### src/rtl/rsa_pkg.sv
// Shared constants and FSM encoding for the RSA key blocks.
package rsa_pkg;
  localparam int WIDTH     = 64;
  localparam int T_WIDTH   = 66;
  localparam int DIV_STEPS = 64;
  localparam int CNT_W     = $clog2(DIV_STEPS + 1);

  typedef enum logic [2:0] {IDLE, INIT, CHECK, DIVIDE, UPDATE, FIXUP, END} state_t;
endpackage

### src/rtl/rsa_divmod.sv
// Restoring divider: one quotient bit per cycle, MSB first, folding quotient*mul_operand
// into prod on the fly. The div_start edge already performs the first step.
module rsa_divmod
  import rsa_pkg::*;
(
  input  logic                      clk,
  input  logic                      reset,
  input  logic                      div_start,
  input  logic [WIDTH-1:0]          dividend,
  input  logic [WIDTH-1:0]          divisor,
  input  logic signed [T_WIDTH-1:0] mul_operand,
  output logic [WIDTH-1:0]          rem,
  output logic signed [T_WIDTH-1:0] prod,
  output logic                      busy,
  output logic                      div_done
);
  logic [WIDTH-1:0]          dvd_q, dsr_q;
  logic signed [T_WIDTH-1:0] mul_q;
  logic [CNT_W-1:0]          cnt;

  logic [WIDTH-1:0]          src_rem, src_dvd, src_dsr, nrem, ndvd;
  logic signed [T_WIDTH-1:0] src_prod, src_mul, nprod;
  logic [WIDTH:0]            trial;
  logic                      qbit;

  // On div_start the step works on the fresh operands instead of the registers.
  always_comb begin
    src_rem  = div_start ? '0          : rem;
    src_dvd  = div_start ? dividend    : dvd_q;
    src_dsr  = div_start ? divisor     : dsr_q;
    src_prod = div_start ? '0          : prod;
    src_mul  = div_start ? mul_operand : mul_q;
    trial    = {src_rem, src_dvd[WIDTH-1]};
    qbit     = trial >= {1'b0, src_dsr};
    nrem     = qbit ? WIDTH'(trial - {1'b0, src_dsr}) : trial[WIDTH-1:0];
    ndvd     = {src_dvd[WIDTH-2:0], 1'b0};
    nprod    = {src_prod[T_WIDTH-2:0], 1'b0} + (qbit ? src_mul : '0);
  end

  always_ff @(posedge clk) begin
    if (reset) begin
      rem <= '0; prod <= '0; dvd_q <= '0; dsr_q <= '0; mul_q <= '0;
      cnt <= '0; busy <= 1'b0; div_done <= 1'b0;
    end else begin
      div_done <= 1'b0;
      if (div_start || busy) begin
        rem   <= nrem;
        prod  <= nprod;
        dvd_q <= ndvd;
        dsr_q <= src_dsr;
        mul_q <= src_mul;
      end
      if (div_start) begin
        cnt  <= CNT_W'(1);
        busy <= 1'b1;
      end else if (busy) begin
        cnt <= cnt + CNT_W'(1);
        if (cnt == CNT_W'(DIV_STEPS - 1)) begin
          busy     <= 1'b0;
          div_done <= 1'b1;
        end
      end
    end
  end
endmodule

### src/rtl/decryption_key.sv
// RSA private exponent d = e^-1 mod phi_n by sequential extended Euclid.
// Define DECRYPTION_KEY_ITER_COUNT_EN to expose the saturating iteration counter iter_count.
module decryption_key
  import rsa_pkg::*;
(
  input  logic             clk,
  input  logic             reset,
  input  logic [WIDTH-1:0] phi_n,
  input  logic [WIDTH-1:0] e,
  input  logic             start_compute,
  output logic [WIDTH-1:0] d,
  output logic             error,
  output logic             done_compute
`ifdef DECRYPTION_KEY_ITER_COUNT_EN
  , output logic [6:0]     iter_count
`endif
);
  state_t                    state, state_nx;
  logic [WIDTH-1:0]          r0, r1, phi_q;
  logic signed [T_WIDTH-1:0] t0, t1;
  logic                      div_start, div_busy, div_done, illegal;
  logic [WIDTH-1:0]          div_rem;
  logic signed [T_WIDTH-1:0] div_prod;

  rsa_divmod u_div (
    .clk(clk), .reset(reset), .div_start(div_start),
    .dividend(r0), .divisor(r1), .mul_operand(t1),
    .rem(div_rem), .prod(div_prod), .busy(div_busy), .div_done(div_done)
  );

  assign illegal = (phi_q < WIDTH'(2)) || (r1 == '0) || (r1 >= phi_q);

  always_ff @(posedge clk) begin
    if (reset) state <= IDLE;
    else       state <= state_nx;
  end

  always_comb begin
    state_nx = state;
    case (state)
      IDLE:    if (start_compute) state_nx = INIT;
      INIT:    state_nx = CHECK;
      CHECK:   state_nx = illegal ? END : DIVIDE;
      DIVIDE:  if (div_done) state_nx = UPDATE;
      UPDATE:  state_nx = (div_rem == '0) ? FIXUP : DIVIDE;
      FIXUP:   state_nx = END;
      END:     if (!start_compute) state_nx = IDLE;
      default: state_nx = IDLE;
    endcase
  end

  always_comb begin
    done_compute = (state == END);
    div_start    = (state == DIVIDE) && !div_busy && !div_done;
  end

  always_ff @(posedge clk) begin
    if (reset) begin
      r0 <= '0; r1 <= '0; phi_q <= '0; t0 <= '0; t1 <= '0;
      d <= '0; error <= 1'b0;
    end else begin
      case (state)
        INIT: begin
          r0 <= phi_n; r1 <= e; phi_q <= phi_n;
          t0 <= '0; t1 <= T_WIDTH'(1);
          d <= '0; error <= 1'b0;
        end
        CHECK: if (illegal) error <= 1'b1;
        UPDATE: begin
          r0 <= r1; r1 <= div_rem;
          t0 <= t1; t1 <= t0 - div_prod;
        end
        FIXUP: begin
          // Low WIDTH bits of t0+phi_q equal the wrapped sum, so no wide add is needed.
          if (r0 != WIDTH'(1)) error <= 1'b1;
          else d <= t0[WIDTH-1:0] + (t0[T_WIDTH-1] ? phi_q : '0);
        end
        default: ;
      endcase
    end
  end

`ifdef DECRYPTION_KEY_ITER_COUNT_EN
  always_ff @(posedge clk) begin
    if (reset || state == INIT)                 iter_count <= '0;
    else if (state == UPDATE && iter_count != 7'd127) iter_count <= iter_count + 7'd1;
  end
`endif
endmodule

### config.mk
export PLATFORM = sky130hd
export DESIGN_NAME = decryption_key
export DESIGN_NICKNAME = d
export VERILOG_FILES = /design/src/rtl/rsa_pkg.sv /design/src/rtl/rsa_divmod.sv /design/src/rtl/decryption_key.sv
export SDC_FILE = /design/constraint.sdc
export NUM_CORES = 2
export LEC_CHECK = 0
export CAP_MARGIN = 5
export CORE_ASPECT_RATIO = 1.75
export CORE_MARGIN = 2
export CORE_UTILIZATION = 24
export DETAILED_ROUTE_END_ITERATION = 6
export GPL_TIMING_DRIVEN = 0
export PLACE_DENSITY = 0.45
export SLEW_MARGIN = 10
export SYNTH_ARGS = -nofsm -noshare
export SYNTH_HDL_FRONTEND = slang
export SYNTH_SLANG_ARGS = --single-unit
### constraint.sdc
create_clock -name clk -period 11.05 [get_ports clk]
set_input_delay 1.105 -clock clk [delete_from_list [all_inputs] [get_ports clk]]
set_output_delay 1.105 -clock clk [all_outputs]
set_load 0.02 [all_outputs]
==> results.txt <==
The leakage power is 21.51 nW. The slew at the pin with the worst max-slew slack came out at 1.313 ns. The global-route congestion overflow total came out at 0. The total CTS buffers is 79. The max-capacitance violation count came out at 0. The number of port buffers came out at 195. The total count of max-transition violations in the final report is 0. The post-detailed-placement cell area is 49800 sq um.

The share of the synthesized area in the top cell type is 32.43%. In the synthesized netlist the dominant register cell turns out to be dfxtp_1. The die covers 189800 sq um. The number of nets in the layout is 6607. TritonCTS built the clock tree. After detailed routing, the average wire length per cell comes to 27.29 um. After routing, the total negative slack on setup checks comes to 0 ns. The kind of cell with the highest combined delay along the critical path is compound AO/OA/AOI/OAI gates. Global routing used 24.13% of the available tracks. The endpoint arrival time on the critical path came out at 11.32 ns.

The internal reg-to-reg setup slack came out at 0.28 ns. The overall power after layout came out at 16.07 mW. The initial antenna violation count is 10.

STA classifies the critical path startpoint as a flip-flop. The delay of the slowest critical-path stage came out at 0.51 ns. The synthesized netlist net count is 6326.

The H-tree level count is 3. The worst vdd rail ir drop came out at 498.4 uV. The commonest non-fill, non-tap cell in the layout is nor2_1.

After technology mapping, the gate count stands at 5870. The register clock-pin slew on the reported worst setup and hold paths came out at 0.06 ns. In this run the worst hold path is classified as reg -> reg. In the layout the commonest cells are 762 x nor2_1, 739 x nand2_1, 724 x dfxtp_1, 607 x a21oi_1, 325 x clkbuf_1. The largest driver fanout on the critical path is 10. The sequential share of the synthesized area came out at 32.43%. Dividing total power by cell area gives a power density of 306.0 nW/um^2. The number of distinct library cells after synthesis is 101. The global-route wire length before repair came out at 328700 um. For this run, the detailed router's first-pass iteration total came to 7.

Hold repair after CTS inserted 0 buffers. At the later pin of the worst-skew pair, clock insertion delay measures 0.70 ns. The clock tree buffer depth is 3. After synthesis, the cell types taking the most area are dfxtp_1 32%, ha_1 9.0%, a21oi_1 6.8%. The detailed-route DRC error count came out at 27. The number of global-route vias before repair came out at 46089.

The first-iteration detailed-routing DRC count is 2979. The pin count of the biggest net entering global routing came out at 15. The number of nets still failing antenna checks after routing came out at 0. The count of final setup violators is 0. The initial core utilization is 24.14%. The post-CTS setup buffer count came out at 0. The wire-length estimate of the detail-placed layout is 193900 um.

The final design instance area without fill is 52520 sq um. The count of clock tree sinks is 724. The count of synthesis-stage warnings from yosys is 0.

Summing every instance area after synthesis gives 44690 sq um. The vias after detailed routing is 45891. The slowest stage of the critical path belongs to the cell o31ai_2.

The via density per instance came out at 5.306. The core outline area came out at 185100 sq um. Together, buffers and inverters on the worst path number 8. The headroom to the max-slew limit is 12.47%. The register bit total from synthesis came out at 724. The cell chosen for the clock root is clkbuf_16. The flow ran to the end, but the final reports show violations. The time the final worst path needs with I/O delays and setup is 10.77 ns. The vertical extent of the die is 574.9 um. The width of the chip came out at 330.2 um.

The critical path start-end classification is reg -> reg. The share of the clock period used by the worst path after layout is 97.50%. The number of top-level pins is 197. The detailed-route wire length came out at 236000 um. Gates resized during post-CTS repair numbered 6. The worst clock skew is 0.04186 ns.

The number of enable-type register cells in the synthesized netlist came out at 0. Setup repair after global routing left no endpoint under its margin. The fraction of registers with async set/reset came out at 0%. The fraction of final layout cells sized beyond drive strength 1 is 4.135%. The fmax is 92.82 MHz. The floorplan has 209 rows. STA classifies the critical path endpoint as a flip-flop. The most area-hungry cell type in the Yosys netlist is dfxtp_1. The mean cell area of the mapped netlist came out at 7.614 sq um. The required time at the worst-slack endpoint is 11.60 ns.

The signed area change from the synthesized netlist to the final layout is 17.51%. The checks that failed: design-rule violations. The final hold violation count was 0. The final RePlAce weighted congestion came out at 0.9718.
-- worst paths after layout --
kind	startpoint	end	cells past startpoint
worst max-delay path	state[2]	u_div.prod[65]	33
worst min-delay path	u_div.prod[7]	u_div.prod[7]	2
worst max register to register	state[2]	u_div.prod[65]	33
worst min register to register	u_div.prod[7]	u_div.prod[7]	2
-- cell usage after synthesis, types with 57 or more instances --
cell        n
inv_1     205
a211oi_1   82
a22oi_1   108
nand2_1   739
nand3_1    87
a21oi_1   607
a31oi_1    96
nor2_1    764
a21o_1    160
nor3_1    154
xnor2_1   129
ha_1      321
o21ai_0   205
nand4_1   103
xor2_1    104
and2_1    142
clkbuf_1  321
o22ai_1    76
o21bai_1   57
dfxtp_1   724
nor4_1     84
mux2i_1   138
-- kinds of logic (layout without fill, tap and decap cells) --
family	count (synthesis)	after routing	share of synthesized area, %
mux	139	139	3.116
simple gates	2213	2213	22.05
flops	724	724	32.43
fa+ha+maj	325	325	9.165
other cells	0	8	0
compound gates	1652	1652	23.62
xor+xnor	233	233	4.566
buf+inv	584	929	5.053
-- registers in the layout (all words and copies together), names as in the netlist --
register / count
r0: 64
d: 64
t0: 66
u_div.mul_q: 66
u_div.busy: 1
t1: 66
u_div.rem: 64
u_div.prod: 66
error: 1
state: 3
r1: 64
u_div.cnt: 7
u_div.div_done: 1
phi_q: 64
u_div.dvd_q: 63
u_div.dsr_q: 64
-- through the flow --
stage,instances,utilization [%],hold slack (ns),setup WS [ns]
final,8649,28.37,0.4511,0.2760
after global routing,8642,28.36,0.4683,0.01755
after CTS,8641,28.34,0.4527,0.2383
after detailed placement,8496,26.90,0.4437,-0.9713
after global placement,8491,26.83,0.4391,-0.8963
after floorplan,5870,-,0.4318,3.523
-- worst min-delay path, cell delays in order (launching register included) --
cell	delay [ns]
dfxtp_1	0.31
nand2_1	0.05
a21oi_1	0.05
-- routing by layer --
metal | vias to the layer above | track usage, % | routed length (um)
met1 | 22111 | 22.45 | 77440
met5 | - | 0 | 69
met4 | 8 | 23.12 | 26720
met2 | 1669 | 44.48 | 121300
li1 | 21395 | - | -
met3 | 708 | 3.220 | 10460
-- power by group --
group          switching, mW  internal [mW]
sequential             0.805           2.95
combinational           6.46           3.02
clock                   1.25           1.59
-- final cells by class --
| cell class | instances | area, sq um |
|---|---|---|
| Timing Repair Buffer | 200 | 2036 |
| Inverter | 205 | 769.5 |
| Sequential cell | 724 | 14490 |
| Clock buffer | 108 | 2227 |
| Tap cell | 2426 | 3035 |
| Fill cell | 20502 | 132600 |
| Buffer | 379 | 1509 |
| Multi-Input combinational cell | 4562 | 27990 |
| Clock inverter | 37 | 440.4 |
| Antenna cell | 8 | 20.02 |
No activity file was read; power rests on OpenSTA's default activity.
